===== src/rtl/mem_req_arbiter_if.sv =====
// Request/ack and PSRAM-controller handshake bundle for mem_req_arbiter.
// master = arbiter view, slave = requesters plus controller view.
interface mem_req_arbiter_if;
  logic        i_reqA, i_reqB;
  logic        i_weA, i_weB;
  logic [23:0] i_addrA, i_addrB;
  logic        i_bankA, i_bankB;
  logic [7:0]  i_wdataA, i_wdataB;
  logic        o_ackA, o_ackB;
  logic [7:0]  o_rdata;
  logic        o_err;
  logic        o_mem_cs;
  logic        o_mem_write;
  logic [23:0] o_mem_addr;
  logic        o_mem_bank;
  logic [7:0]  o_mem_wdata;
  logic        i_mem_busy;
  logic        i_mem_ready;
  logic [7:0]  i_mem_rdata;

  modport master (
    input  i_reqA, i_reqB, i_weA, i_weB, i_addrA, i_addrB, i_bankA, i_bankB,
           i_wdataA, i_wdataB, i_mem_busy, i_mem_ready, i_mem_rdata,
    output o_ackA, o_ackB, o_rdata, o_err, o_mem_cs, o_mem_write, o_mem_addr,
           o_mem_bank, o_mem_wdata
  );

  modport slave (
    output i_reqA, i_reqB, i_weA, i_weB, i_addrA, i_addrB, i_bankA, i_bankB,
           i_wdataA, i_wdataB, i_mem_busy, i_mem_ready, i_mem_rdata,
    input  o_ackA, o_ackB, o_rdata, o_err, o_mem_cs, o_mem_write, o_mem_addr,
           o_mem_bank, o_mem_wdata
  );
endinterface


===== src/rtl/mem_req_arbiter.sv =====
// Two-port byte-request arbiter feeding the PSRAM controller; ARB_ROUND_ROBIN_EN selects alternating tie grant.
// Latency req->ack 4 cycles + controller time; requesters hold req until their ack, one transfer in flight.
module mem_req_arbiter #(
  parameter int TIMEOUT_CYCLES = 4096,
  parameter bit PRIO_B         = 1'b1
) (
  input  logic i_clkRAM,
  input  logic reset,
  mem_req_arbiter_if.master bus
);
  localparam int CW = $clog2(TIMEOUT_CYCLES + 1);

  typedef enum logic [2:0] {IDLE, ARM, ACCEPT, DONE_WAIT, ACK} state_t;

  state_t        state;
  logic          grant_b;
  logic [CW-1:0] tmo_cnt;
  logic          pick_b;
  logic          tmo_hit;
  logic          xfer_done;

`ifdef ARB_ROUND_ROBIN_EN
  logic rr_prefer_b;
  assign pick_b = bus.i_reqB && (!bus.i_reqA || rr_prefer_b);
`else
  assign pick_b = bus.i_reqB && (!bus.i_reqA || PRIO_B);
`endif

  assign tmo_hit   = (tmo_cnt == CW'(TIMEOUT_CYCLES - 1));
  assign xfer_done = bus.o_mem_write ? !bus.i_mem_busy
                                     : (bus.i_mem_ready && !bus.i_mem_busy);

  always_ff @(posedge i_clkRAM or posedge reset) begin
    if (reset) begin
      state           <= IDLE;
      grant_b         <= 1'b0;
      tmo_cnt         <= '0;
      bus.o_ackA      <= 1'b0;
      bus.o_ackB      <= 1'b0;
      bus.o_rdata     <= 8'h00;
      bus.o_err       <= 1'b0;
      bus.o_mem_cs    <= 1'b1;
      bus.o_mem_write <= 1'b0;
      bus.o_mem_addr  <= 24'h000000;
      bus.o_mem_bank  <= 1'b0;
      bus.o_mem_wdata <= 8'h00;
`ifdef ARB_ROUND_ROBIN_EN
      rr_prefer_b     <= 1'b1;
`endif
    end else begin
      bus.o_ackA <= 1'b0;
      bus.o_ackB <= 1'b0;
      case (state)
        IDLE: begin
          tmo_cnt <= '0;
          if (bus.i_reqA || bus.i_reqB) begin
            grant_b         <= pick_b;
            bus.o_mem_write <= pick_b ? bus.i_weB    : bus.i_weA;
            bus.o_mem_addr  <= pick_b ? bus.i_addrB  : bus.i_addrA;
            bus.o_mem_bank  <= pick_b ? bus.i_bankB  : bus.i_bankA;
            bus.o_mem_wdata <= pick_b ? bus.i_wdataB : bus.i_wdataA;
`ifdef ARB_ROUND_ROBIN_EN
            rr_prefer_b     <= !pick_b;
`endif
            state           <= ARM;
          end
        end
        ARM, ACCEPT, DONE_WAIT: begin
          if (tmo_hit) begin
            // Abort still acks so a stuck controller never hangs a requester.
            bus.o_err    <= 1'b1;
            bus.o_mem_cs <= 1'b1;
            bus.o_rdata  <= 8'hFF;
            bus.o_ackA   <= !grant_b;
            bus.o_ackB   <= grant_b;
            state        <= ACK;
          end else begin
            tmo_cnt <= tmo_cnt + 1'b1;
            if (state == ARM) begin
              if (!bus.i_mem_busy) begin
                bus.o_mem_cs <= 1'b0;
                state        <= ACCEPT;
              end
            end else if (state == ACCEPT) begin
              if (bus.i_mem_busy) begin
                bus.o_mem_cs <= 1'b1;
                state        <= DONE_WAIT;
              end
            end else if (xfer_done) begin
              if (!bus.o_mem_write) bus.o_rdata <= bus.i_mem_rdata;
              bus.o_ackA <= !grant_b;
              bus.o_ackB <= grant_b;
              state      <= ACK;
            end
          end
        end
        ACK:     state <= IDLE;
        default: state <= IDLE;
      endcase
    end
  end
endmodule


===== src/flat_wrapper.sv =====
// flat-port wrapper written by rule: the top's interface ports become plain ports
module mem_req_arbiter_flat 
#(
  parameter int TIMEOUT_CYCLES = 4096,
  parameter bit PRIO_B         = 1'b1
)
  (i_clkRAM, reset, bus_i_reqA, bus_i_reqB, bus_i_weA, bus_i_weB, bus_i_addrA, bus_i_addrB, bus_i_bankA, bus_i_bankB, bus_i_wdataA, bus_i_wdataB, bus_i_mem_busy, bus_i_mem_ready, bus_i_mem_rdata, bus_o_ackA, bus_o_ackB, bus_o_rdata, bus_o_err, bus_o_mem_cs, bus_o_mem_write, bus_o_mem_addr, bus_o_mem_bank, bus_o_mem_wdata);
  mem_req_arbiter_if bus_i ();
  input  logic i_clkRAM;
  input  logic reset;
  input wire logic [$bits(bus_i.i_reqA)-1:0] bus_i_reqA;
  input wire logic [$bits(bus_i.i_reqB)-1:0] bus_i_reqB;
  input wire logic [$bits(bus_i.i_weA)-1:0] bus_i_weA;
  input wire logic [$bits(bus_i.i_weB)-1:0] bus_i_weB;
  input wire logic [$bits(bus_i.i_addrA)-1:0] bus_i_addrA;
  input wire logic [$bits(bus_i.i_addrB)-1:0] bus_i_addrB;
  input wire logic [$bits(bus_i.i_bankA)-1:0] bus_i_bankA;
  input wire logic [$bits(bus_i.i_bankB)-1:0] bus_i_bankB;
  input wire logic [$bits(bus_i.i_wdataA)-1:0] bus_i_wdataA;
  input wire logic [$bits(bus_i.i_wdataB)-1:0] bus_i_wdataB;
  input wire logic [$bits(bus_i.i_mem_busy)-1:0] bus_i_mem_busy;
  input wire logic [$bits(bus_i.i_mem_ready)-1:0] bus_i_mem_ready;
  input wire logic [$bits(bus_i.i_mem_rdata)-1:0] bus_i_mem_rdata;
  output wire logic [$bits(bus_i.o_ackA)-1:0] bus_o_ackA;
  output wire logic [$bits(bus_i.o_ackB)-1:0] bus_o_ackB;
  output wire logic [$bits(bus_i.o_rdata)-1:0] bus_o_rdata;
  output wire logic [$bits(bus_i.o_err)-1:0] bus_o_err;
  output wire logic [$bits(bus_i.o_mem_cs)-1:0] bus_o_mem_cs;
  output wire logic [$bits(bus_i.o_mem_write)-1:0] bus_o_mem_write;
  output wire logic [$bits(bus_i.o_mem_addr)-1:0] bus_o_mem_addr;
  output wire logic [$bits(bus_i.o_mem_bank)-1:0] bus_o_mem_bank;
  output wire logic [$bits(bus_i.o_mem_wdata)-1:0] bus_o_mem_wdata;
  assign bus_i.i_reqA = bus_i_reqA;
  assign bus_i.i_reqB = bus_i_reqB;
  assign bus_i.i_weA = bus_i_weA;
  assign bus_i.i_weB = bus_i_weB;
  assign bus_i.i_addrA = bus_i_addrA;
  assign bus_i.i_addrB = bus_i_addrB;
  assign bus_i.i_bankA = bus_i_bankA;
  assign bus_i.i_bankB = bus_i_bankB;
  assign bus_i.i_wdataA = bus_i_wdataA;
  assign bus_i.i_wdataB = bus_i_wdataB;
  assign bus_i.i_mem_busy = bus_i_mem_busy;
  assign bus_i.i_mem_ready = bus_i_mem_ready;
  assign bus_i.i_mem_rdata = bus_i_mem_rdata;
  assign bus_o_ackA = bus_i.o_ackA;
  assign bus_o_ackB = bus_i.o_ackB;
  assign bus_o_rdata = bus_i.o_rdata;
  assign bus_o_err = bus_i.o_err;
  assign bus_o_mem_cs = bus_i.o_mem_cs;
  assign bus_o_mem_write = bus_i.o_mem_write;
  assign bus_o_mem_addr = bus_i.o_mem_addr;
  assign bus_o_mem_bank = bus_i.o_mem_bank;
  assign bus_o_mem_wdata = bus_i.o_mem_wdata;
  mem_req_arbiter #(.TIMEOUT_CYCLES(TIMEOUT_CYCLES), .PRIO_B(PRIO_B)) u_core (.i_clkRAM(i_clkRAM), .reset(reset), .bus(bus_i));
endmodule

===== config.mk =====
export PLATFORM = sky130hd
export DESIGN_NAME = mem_req_arbiter_flat
export DESIGN_NICKNAME = d
export VERILOG_FILES = /design/src/rtl/mem_req_arbiter_if.sv /design/src/rtl/mem_req_arbiter.sv /design/src/flat_wrapper.sv
export SDC_FILE = /design/constraint.sdc
export NUM_CORES = 1
export LEC_CHECK = 0
export CAP_MARGIN = 5
export CORE_MARGIN = 2
export CORE_UTILIZATION = 25
export DETAILED_ROUTE_END_ITERATION = 16
export DONT_BUFFER_PORTS = 1
export SLEW_MARGIN = 20
export SYNTH_ARGS = -nofsm -noshare
export SYNTH_HDL_FRONTEND = slang
export SYNTH_SLANG_ARGS = --single-unit

===== constraint.sdc =====
create_clock -name i_clkRAM -period 2.6 [get_ports i_clkRAM]
set_input_delay 0.26 -clock i_clkRAM [delete_from_list [all_inputs] [get_ports i_clkRAM]]
set_output_delay 0.26 -clock i_clkRAM [all_outputs]
set_load 0.01 [all_outputs]

==> summary.txt, run 1 <==
RR Startpoint: u_core.tmo_cnt[0]
Reg2Reg Capture Point: u_core.bus.o_rdata[0]
Mapped Avg Cell Area: 10.7 um^2
Layout cells sized above 1: 12.2%
Static Leak: 1.45 nW
Top fanout value on the critical path: 8
Yosys Warn Count: 0
Worst EP arrival: 2290 ps
Maximum vdd drop: 0.000307 V
Die footprint: 13000 um^2
Yosys reg bits: 63
Syn-to-layout area delta: 15.4%
WP data required: 2870 ps
Max Cap Violations: 0
CTS Root Cell: clkbuf_16
Post-CTS sizing: 0
GP Congestion: 0.834
Final Hold Viols: 0
Seq/Total Area, Yosys: 52.2%
Simple-Gate Fraction of Synth Area: 14.6%
Min-delay src: bus_i_mem_rdata[2]
Most common cell after layout, fill and taps aside: dfrtp_1
Complex-gate fraction of the synthesized area: 17.2%
Sw Ratio: 37.0%
Worst Reg-to-Reg Cells: 5
Fmax: 0.495 GHz
Tot Pwr: 4.05 mW
Cell variety after synth: 42
Drt total wl: 7110 um
Hold EP: u_core.bus.o_rdata[2]
# diodes: 0
Rel. slew slack: 64.4%
Status: finished, final reports clean
DRC viols: 0
Initial drt markers: 74
HP Class: primary input to flip-flop
Worst slack, placed: 593 ps
Top cells by area, synth: dfrtp_1 (51%), mux2i_1 (12%), a21oi_1 (6.6%)
Synth top area share: 51.3%
Hold path depth: 1
First-pass GRT wire length: 11300 um
CTS Buffer Depth: 2
Smallest setup slack after layout: 581 ps
Die width: 114 um
Setup Buffers After CTS: 0
Clk_lat worst skew: 330 ps
Mapped Nets: 365
Mapped cell area: 3020 um^2
Critical path type: flip-flop to flip-flop
Largest net degree at the start of global routing: 69
R2R Setup Slk: 580 ps
Remaining Overflow, GRT: 0
Xor and xnor area share after synthesis: 0%
Drt first pass iters: 4
Clock power frac: 29.1%
Total power per unit cell area: 1160 nW/um^2
Clock sink total: 63
Post-synth top flop: dfrtp_1
Clock-pin slew on the worst setup and hold paths: 50 ps
Number of synthesized flops with an enable pin: 0
Starting Density: 25.4%
Most frequent cells in the layout: dfrtp_1 (62), nor2_1 (40), a21oi_1 (40), mux2i_1 (37)
Final worst path period need: 2020 ps
Logic pwr share: 24.4%
Clock Skew: 8.77 ps
CP Launch Type: flip-flop
Vias: 2208
Post-route clock period utilization: 77.7%
Async S/R FF share, synth: 100%
Via/cell ratio: 5.08
Routed len/inst: 16.3 um
Initial antenna violation count: 0
Port Buffers: 0
Total GRT Usage: 11.4%
DP Wirelength: 5150 um
Max Slew Vio Count: 0
Final setup viols: 0
TritonCTS buffer count: 9
RSZ-0062 raised after global routing: no
Die Span Y: 114 um
Dominant combinational cell family by area after synthesis: compound AO/OA/AOI/OAI gates
Routed Antenna Nets: 0
Core area: 11900 um^2
Share of power burned in registers: 46.5%
CTS tree: yes
H-tree Lvls: 3
Setup crit end kind: flip-flop
Least-Margin Pin Slew: 532 ps
Mapped Cells: 282
Nets: 366
Setup TNS: 0 ps
I/O pin total: 128
Synth Area in Adders: 0.414%
Mux cell area share after synthesis: 12.3%
Cell Int Power: 2.55 mW
Vias in the first global route: 2139
Post-synth top area cell: dfrtp_1
Switching pwr: 1.50 mW
Rows: 40
power by group through the flow:
stage	Clock (mW)	Combinational (mW)	Sequential (mW)
after floorplan	0	0.888	1.75
after global placement	0	0.965	1.89
after detailed placement	0	1.00	1.89
after CTS	1.22	0.998	1.89
after global routing	1.27	1.14	1.94
final	1.18	0.989	1.88
sequential cells by signal, summed over array words and instances (netlist names):
register	count
u_core.bus.o_mem_addr	24
u_core.tmo_cnt	13
u_core.bus.o_mem_wdata	8
u_core.bus.o_rdata	8
u_core.state	3
u_core.bus.o_ackA	1
u_core.bus.o_ackB	1
u_core.bus.o_err	1
u_core.bus.o_mem_bank	1
u_core.bus.o_mem_cs	1
u_core.bus.o_mem_write	1
u_core.grant_b	1
cells in the mapped netlist (2+ instances only):
cell type / number
or2_2: 2
nand3_1: 8
nor3_1: 8
dfrtp_1: 62
or3_1: 2
o211ai_1: 2
nand2_1: 8
nand4_2: 3
buf_4: 4
inv_1: 5
buf_2: 6
mux2i_1: 37
nor2_1: 41
a21oi_1: 40
clkbuf_1: 5
o31ai_1: 8
o22a_1: 9
nor4_1: 2
o21ai_0: 5
o311ai_0: 2
nor2b_1: 2
per-layer routing:
| layer | track usage [%] | vias to the layer above | part of all wire, % |
|---|---|---|---|
| met2 | 17.9 | 102 | 48 |
| met1 | 14.0 | 1051 | 42 |
| met3 | 4.46 | 15 | 7.8 |
| li1 | - | 1040 | - |
| met4 | 4.80 | 0 | 1.9 |
| met5 | 0 | - | 0 |
what timing repair did:
action                                  in CTS  in global routing
hold buffers                                 1                  0
hold endpoints to repair                    21                  0
endpoints found under the setup margin       0                  0
cell type report:
type / instances / area (um^2)
fillers: 1235 / 8420
flip-flops and latches: 63 / 1580
multi-input cells: 198 / 1350
clock buffers: 14 / 284
well taps: 147 / 184
repair buffers: 6 / 60.1
inverters: 5 / 18.8
clock inverters: 2 / 12.5
logic make-up (layout without fill, tap and decap cells):
logic type	after synthesis	count (layout)
AOI/OAI and AO/OA	76	76
adders and majority gates	1	1
buffers and inverters	21	27
DFF	63	63
muxes	37	37
and+or+nand+nor	84	84
metrics by stage:
step | util, % | area, um^2 | hold WS, ps | instances
global route | 29.3 | 3490 | 43.8 | 435
global placement | 26.7 | 3180 | 195 | 418
CTS | 29.3 | 3490 | 40.3 | 435
finish | 29.3 | 3490 | 55.1 | 435
floorplan | - | 3020 | 386 | 282
detailed placement | 26.7 | 3180 | 200 | 418
worst max path at each step:
stage,end,from
floorplan,u_core.bus.o_ackA,reset
global placement,u_core.tmo_cnt[9],u_core.state[0]
detailed placement,u_core.bus.o_rdata[1],u_core.tmo_cnt[0]
CTS,u_core.bus.o_rdata[7],u_core.tmo_cnt[0]
global route,u_core.bus.o_rdata[4],u_core.tmo_cnt[0]
finish,u_core.bus.o_rdata[0],u_core.tmo_cnt[0]
critical path, stage by stage (launching register included):
cell	delay (ps)
dfrtp_1	420
ha_1	230
nand4_2	250
or4_4	580
nand3_1	270
o22a_1	200
Note: power is estimated with default switching activity, not from simulation.
==> run 2, diff against run 1 <==
==> constraint.sdc (replaced) <==
create_clock -name i_clkRAM -period 2.1 [get_ports i_clkRAM]
set_input_delay 0.21 -clock i_clkRAM [delete_from_list [all_inputs] [get_ports i_clkRAM]]
set_output_delay 0.21 -clock i_clkRAM [all_outputs]
set_load 0.01 [all_outputs]
==> run 2 against run 1 <==
Effect of this change:
- register-to-register slack lost 490 ps
- combinational power grew 25%
- largest cell class unchanged
- global-route usage shrank 0.49 points
- clock power grew 36%
- sequential power grew 23%
- first-iteration DRC count grew 18%
==> summary.txt, run 2 (synthesis results as in run 1) <==
Status: finished, final reports clean
Max Slew Vio Count: 0 (unchanged)
Vias: 2125 (-3.8%)
DRC viols: 0 (unchanged)
Remaining Overflow, GRT: 0 (unchanged)
Die width: 114 um (unchanged)
Port Buffers: 0 (unchanged)
Final Core Density: 30.2% (+0.95 points)
Vias in the first global route: 2192 (+2.5%)
I/O pin total: 128 (unchanged)
Clock Skew: 7.49 ps (-1.28 ps)
Worst EP arrival: 2270 ps (-20 ps)
CTS tree: yes
Least-Margin Pin Slew: 646 ps (+114 ps)
Drt first pass iters: 4 (unchanged)
Layout cells sized above 1: 12.5% (+0.39 points)
WP data required: 2360 ps (-510 ps)
Reg2Reg Capture Point: u_core.bus.o_rdata[2]
Initial drt markers: 87 (+18%)
Routed len/inst: 15.6 um (-4.6%)
Syn-to-layout area delta: 19.1%
DR WL met2: 3480 um (+1.6%)
Core area: 11900 um^2 (unchanged)
Starting Density: 25.4% (unchanged)
DP Wirelength: 5070 um (-1.6%)
Via/cell ratio: 4.81 (-5.3%)
Fillcell total: 1234 (-0.081%)
Maximum vdd drop: 0.000490 V (+60%)
Setup TNS: 0 ps (unchanged)
Min-delay src: bus_i_mem_rdata[5]
Static Leak: 1.50 nW (+3.2%)
Cell-by-cell listing of the critical path: ha_1 -> nand4_2 -> or4_4 -> o21ai_4 -> o22a_1
Rows: 40 (unchanged)
Critical path type: flip-flop to flip-flop
Post-Route M1 WL: 2880 um (-4.0%)
Final Hold Viols: 0 (unchanged)
Slowest CP cell: or4_4
Die Span Y: 114 um (unchanged)
Tot Pwr: 5.17 mW (+28%)
Hold path depth: 1 (unchanged)
CTS Root Cell: clkbuf_16
Die footprint: 13000 um^2 (unchanged)
CP Launch Type: flip-flop
Worst Reg-to-Reg Cells: 5 (unchanged)
Max Cap Violations: 0 (unchanged)
Clock sink total: 63 (unchanged)
Largest net degree at the start of global routing: 69 (unchanged)
Fmax: 0.498 GHz (+0.49%)
Regs by FF count: u_core.bus.o_mem_addr: 24 flops, u_core.tmo_cnt: 13 flops
HP Class: primary input to flip-flop
Most common cell after layout, fill and taps aside: dfrtp_1
Post-route clock period utilization: 95.7% (+18 points)
Most frequent cells in the layout: dfrtp_1 (62), nor2_1 (40), a21oi_1 (40), mux2i_1 (37)
Top Layer Used: met4
Top fanout value on the critical path: 8 (unchanged)
RR Startpoint: u_core.tmo_cnt[0]
Final worst path period need: 2010 ps (-9.86 ps)
Total GRT Usage: 10.9% (-0.49 points)
Initial antenna violation count: 0 (unchanged)
Total power per unit cell area: 1440 nW/um^2 (+24%)
WL met3: 467 um (-16%)
CTS Buffer Depth: 2 (unchanged)
Hold EP: u_core.bus.o_rdata[5]
Max incr delay on CP: 590 ps (about the same)
Rel. slew slack: 56.9% (-7.6 points)
# diodes: 0 (unchanged)
Drt total wl: 6900 um (-3.1%)
TritonCTS buffer count: 9 (unchanged)
GP Congestion: 0.775 (-7.1%)
Worst slack, placed: 85.9 ps (-507 ps)
Smallest setup slack after layout: 90.4 ps (-490 ps)
Nets: 373 (+1.9%)
Final setup viols: 0 (unchanged)
Setup crit end kind: flip-flop
Routed Antenna Nets: 0 (unchanged)
Setup Buffers After CTS: 0 (unchanged)
Clk_lat worst skew: 320 ps (about the same)
H-tree Lvls: 3 (unchanged)
First-pass GRT wire length: 11000 um (-2.0%)
Number of flip-flops in the largest register: 24 (unchanged)
R2R Setup Slk: 90 ps (-490 ps)
Clock-pin slew on the worst setup and hold paths: 50 ps (about the same)
Largest Register: u_core.bus.o_mem_addr
==> run 2: cell count changes in the layout (fill, tap and decap cells not counted) <==
cell           delta
dlygate4sd3_1     +6
clkbuf_8          -3
bufinv_16         +2
buf_12            +1
clkinv_4          +1
nand3_1           -1
nand3_2           +1
==> run 2: layout make-up <==
class	count	area (um^2)	share of cell area, %
inverters	5	18.8	0.521
repair buffers	13	140	3.89
clock buffers	11	243	6.74
multi-input cells	198	1360	37.7
well taps	147	184	5.11
clock inverters	5	81.3	2.26
flip-flops and latches	63	1580	43.8
==> run 2: where the power goes <==
group / internal (mW) / total (mW) / leakage, nW / switching [mW]
clock network: 1.07 / 1.60 / 0.156 / 0.534
registers: 1.70 / 2.32 / 0.731 / 0.621
logic: 0.556 / 1.24 / 0.611 / 0.688
total: 3.33 / 5.17 / 1.50 / 1.84
==> run 2: routing by layer <==
metal	track usage, %	vias up
met1	12.9	984
met3	3.88	6
met4	4.15	0
met5	0	-
met2	18.2	85
li1	-	1050
==> run 2: through the flow <==
stage | instances | instance area (um^2) | hold WS [ps]
2_1_floorplan | 282 | 3020 | 336
6_report | 442 | 3600 | 24.3
5_1_grt | 442 | 3600 | 18.6
4_1_cts | 442 | 3600 | 11.8
3_3_place_gp | 419 | 3200 | 216
3_5_place_dp | 419 | 3200 | 223
==> run 2: how the worst max path moves through the flow <==
stage                 startpoint               endpoint  slack [ps]  cells past startpoint
2_1_floorplan  u_core.tmo_cnt[0]  u_core.bus.o_rdata[0]         300                      5
3_5_place_dp   u_core.tmo_cnt[0]      u_core.bus.o_ackB          90                      5
3_3_place_gp   u_core.tmo_cnt[0]      u_core.bus.o_ackB         130                      5
6_report       u_core.tmo_cnt[0]  u_core.bus.o_rdata[2]          90                      5
4_1_cts        u_core.tmo_cnt[0]      u_core.bus.o_ackB          80                      5
5_1_grt        u_core.tmo_cnt[0]  u_core.bus.o_rdata[2]          -3                      5
==> run 2: repair_timing <==
action	in CTS	in global routing
hold endpoints to repair	34	0
gates resized for setup	0	1
endpoints found under the setup margin	0	9
hold buffers	7	0
==> run 2: critical path, delay by kind of cell (launching register included) <==
family / cells / cell delay [ps]
fa+ha+maj: 1 / 230
compound gates: 2 / 460
simple gates: 2 / 830
flops: 1 / 420
==> run 3, diff against run 2 <==
--- a/config.mk
+++ b/config.mk
@@ -10,6 +10,7 @@
 export CORE_UTILIZATION = 25
 export DETAILED_ROUTE_END_ITERATION = 16
 export DONT_BUFFER_PORTS = 1
+export SETUP_SLACK_MARGIN = 0.4
 export SLEW_MARGIN = 20
 export SYNTH_ARGS = -nofsm -noshare
 export SYNTH_HDL_FRONTEND = slang
==> run 3 against run 2 <==
Effect of this change:
- critical path type unchanged
- fmax increased by 13%
- first-iteration DRC count increased by 6.9%
- die area unchanged
- worst hold slack got worse by 12 ps
- cell count increased by 3.2%
- non-clock buffer count increased by 15
- global-route usage increased by 0.58 points
- core utilization increased by 2.6 points
- sequential share of layout area decreased by 3.2 points
- clock power about the same
==> summary.txt, run 3 (synthesis results as in run 1) <==
Clock Skew: 5.90 ps (-1.59 ps)
Vias in the first global route: 2244 (+2.4%)
Non-Filler Instances: 456 (+3.2%)
H-tree Lvls: 3 (unchanged)
Largest net degree at the start of global routing: 37 (-46%)
CTS Root Cell: clkbuf_16
Layout cells sized above 1: 23.0% (+10 points)
DP Wirelength: 4840 um (-4.6%)
Routed len/inst: 17.7 um (+13%)
Static Leak: 1.62 nW (+7.9%)
RSZ-0062 raised after global routing: yes
Final setup viols: 0 (unchanged)
Fmax: 0.564 GHz (+13%)
CTS Buffer Depth: 2 (unchanged)
Routed Antenna Nets: 0 (unchanged)
Total power per unit cell area: 1460 nW/um^2 (+1.6%)
Starting Density: 25.4% (unchanged)
Most common cell after layout, fill and taps aside: dfrtp_1
Final Hold Viols: 0 (unchanged)
WP data required: 2350 ps (about the same)
Setup crit end kind: flip-flop
Fillcell total: 1196 (-3.1%)
Initial drt markers: 93 (+6.9%)
Clock-pin slew on the worst setup and hold paths: 50 ps (about the same)
Via/cell ratio: 5.06 (+5.2%)
Regs by FF count: u_core.bus.o_mem_addr: 24 flops, u_core.tmo_cnt: 13 flops
Status: finished, final reports clean
Most frequent cells in the layout: dfrtp_1 (54), nor2_1 (40), a21oi_1 (39), mux2i_1 (37), buf_4 (14)
Rows: 40 (unchanged)
Largest Register: u_core.bus.o_mem_addr
Drt first pass iters: 4 (unchanged)
TritonCTS buffer count: 9 (unchanged)
Hold path depth: 1 (unchanged)
Smallest hold slack: 12.3 ps (-12.0 ps)
Worst EP arrival: 2030 ps (-240 ps)
DRC viols: 0 (unchanged)
Setup TNS: 0 ps (unchanged)
Final worst path period need: 1770 ps (-235 ps)
R2R Setup Slk: 330 ps (+240 ps)
Vias: 2307 (+8.6%)
CP Launch Type: flip-flop
Final Core Density: 32.8% (+2.6 points)
Die footprint: 13000 um^2 (unchanged)
Clk_lat worst skew: 330 ps (about the same)
Number of flip-flops in the largest register: 24 (unchanged)
Max Slew Vio Count: 0 (unchanged)
Drt total wl: 8060 um (+17%)
Post-route clock period utilization: 84.5% (-11 points)
# diodes: 0 (unchanged)
Clock sink total: 63 (unchanged)
Initial antenna violation count: 0 (unchanged)
Remaining Overflow, GRT: 0 (unchanged)
DP Cell Count: 419 (unchanged)
CTS tree: yes
HP Class: primary input to flip-flop
Rel. slew slack: 56.2% (-0.67 points)
Total GRT Usage: 11.5% (+0.58 points)
Worst Reg-to-Reg Cells: 4 (-1)
Hold EP: u_core.bus.o_rdata[7]
I/O pin total: 128 (unchanged)
Reg2Reg Capture Point: u_core.tmo_cnt[9]
Least-Margin Pin Slew: 656 ps (+9.66 ps)
Min-delay src: bus_i_mem_rdata[7]
GP Congestion: 0.835 (+7.8%)
Nets: 388 (+4.0%)
Port Buffers: 0 (unchanged)
RR Startpoint: u_core.state[2]
Top fanout value on the critical path: 4 (-4)
Critical path type: flip-flop to flip-flop
Die width: 114 um (unchanged)
First-pass GRT wire length: 11500 um (+4.0%)
Core area: 11900 um^2 (unchanged)
Maximum vdd drop: 0.000682 V (+39%)
Syn-to-layout area delta: 29.4%
Die Span Y: 114 um (unchanged)
Max Cap Violations: 0 (unchanged)
run 3: cell types whose count changed in the layout (fill, tap and decap cells not counted), sizes merged:
cell         change
buf             +14
bufinv           -1
clkbuf           +5
clkinv           -2
clkinvlp         +1
dlygate4sd3      -2
inv              -1
run 3: what timing repair did:
item	CTS	global route
buffers inserted	4	9
pin swaps	9	9
hold buffers	5	0
endpoints found under the hold margin	32	0
setup endpoints to repair	19	52
gates cloned	1	3
gates resized for setup	10	12
run 3: worst max path at each step:
| stage | cells after the start | start | slack [ps] | to |
|---|---|---|---|---|
| after global routing | 4 | u_core.state[2] | 310 | u_core.tmo_cnt[9] |
| after detailed placement | 4 | u_core.state[0] | 230 | u_core.tmo_cnt[9] |
| after CTS | 5 | u_core.tmo_cnt[0] | 310 | u_core.bus.o_rdata[7] |
| final | 4 | u_core.state[2] | 330 | u_core.tmo_cnt[9] |
| after floorplan | 4 | u_core.state[2] | 390 | u_core.tmo_cnt[9] |
| after global placement | 4 | u_core.state[0] | 280 | u_core.tmo_cnt[9] |
run 3: critical path, cell delays in order, from the launching register on:
cell	delay, ps
dfrtp_1	390
o21bai_4	210
or4b_4	540
or4_1	420
a21oi_1	140
run 3: report_power, final:
group          internal, mW  switching [mW]
combinational         0.894           0.908
sequential             1.71           0.625
clock                  1.04           0.528
total                  3.65            2.06
run 3: area by class of cell:
| class | count | area (um^2) | share of cell area (%) |
|---|---|---|---|
| Multi-Input combinational cell | 198 | 1440 | 36.9 |
| Timing Repair Buffer | 28 | 358 | 9.15 |
| Sequential cell | 63 | 1590 | 40.6 |
| Clock buffer | 13 | 280 | 7.17 |
| Tap cell | 147 | 184 | 4.70 |
| Inverter | 5 | 22.5 | 0.576 |
| Clock inverter | 2 | 37.5 | 0.960 |
run 3: routing by layer:
| metal | GRT usage, % | up-vias | routed length (um) |
|---|---|---|---|
| met5 | 0 | - | 0 |
| met4 | 4.80 | 0 | 131 |
| met3 | 3.93 | 11 | 496 |
| met2 | 18.8 | 98 | 4180 |
| met1 | 13.8 | 1119 | 3250 |
| li1 | - | 1079 | - |
run 3: metrics by stage:
step	setup slack [ps]	power, mW	area, um^2
6_report	326	5.71	3910
5_1_grt	310	6.07	3910
4_1_cts	315	5.39	3690
3_5_place_dp	234	3.63	3230
3_3_place_gp	276	3.57	3230
2_1_floorplan	386	3.30	3060
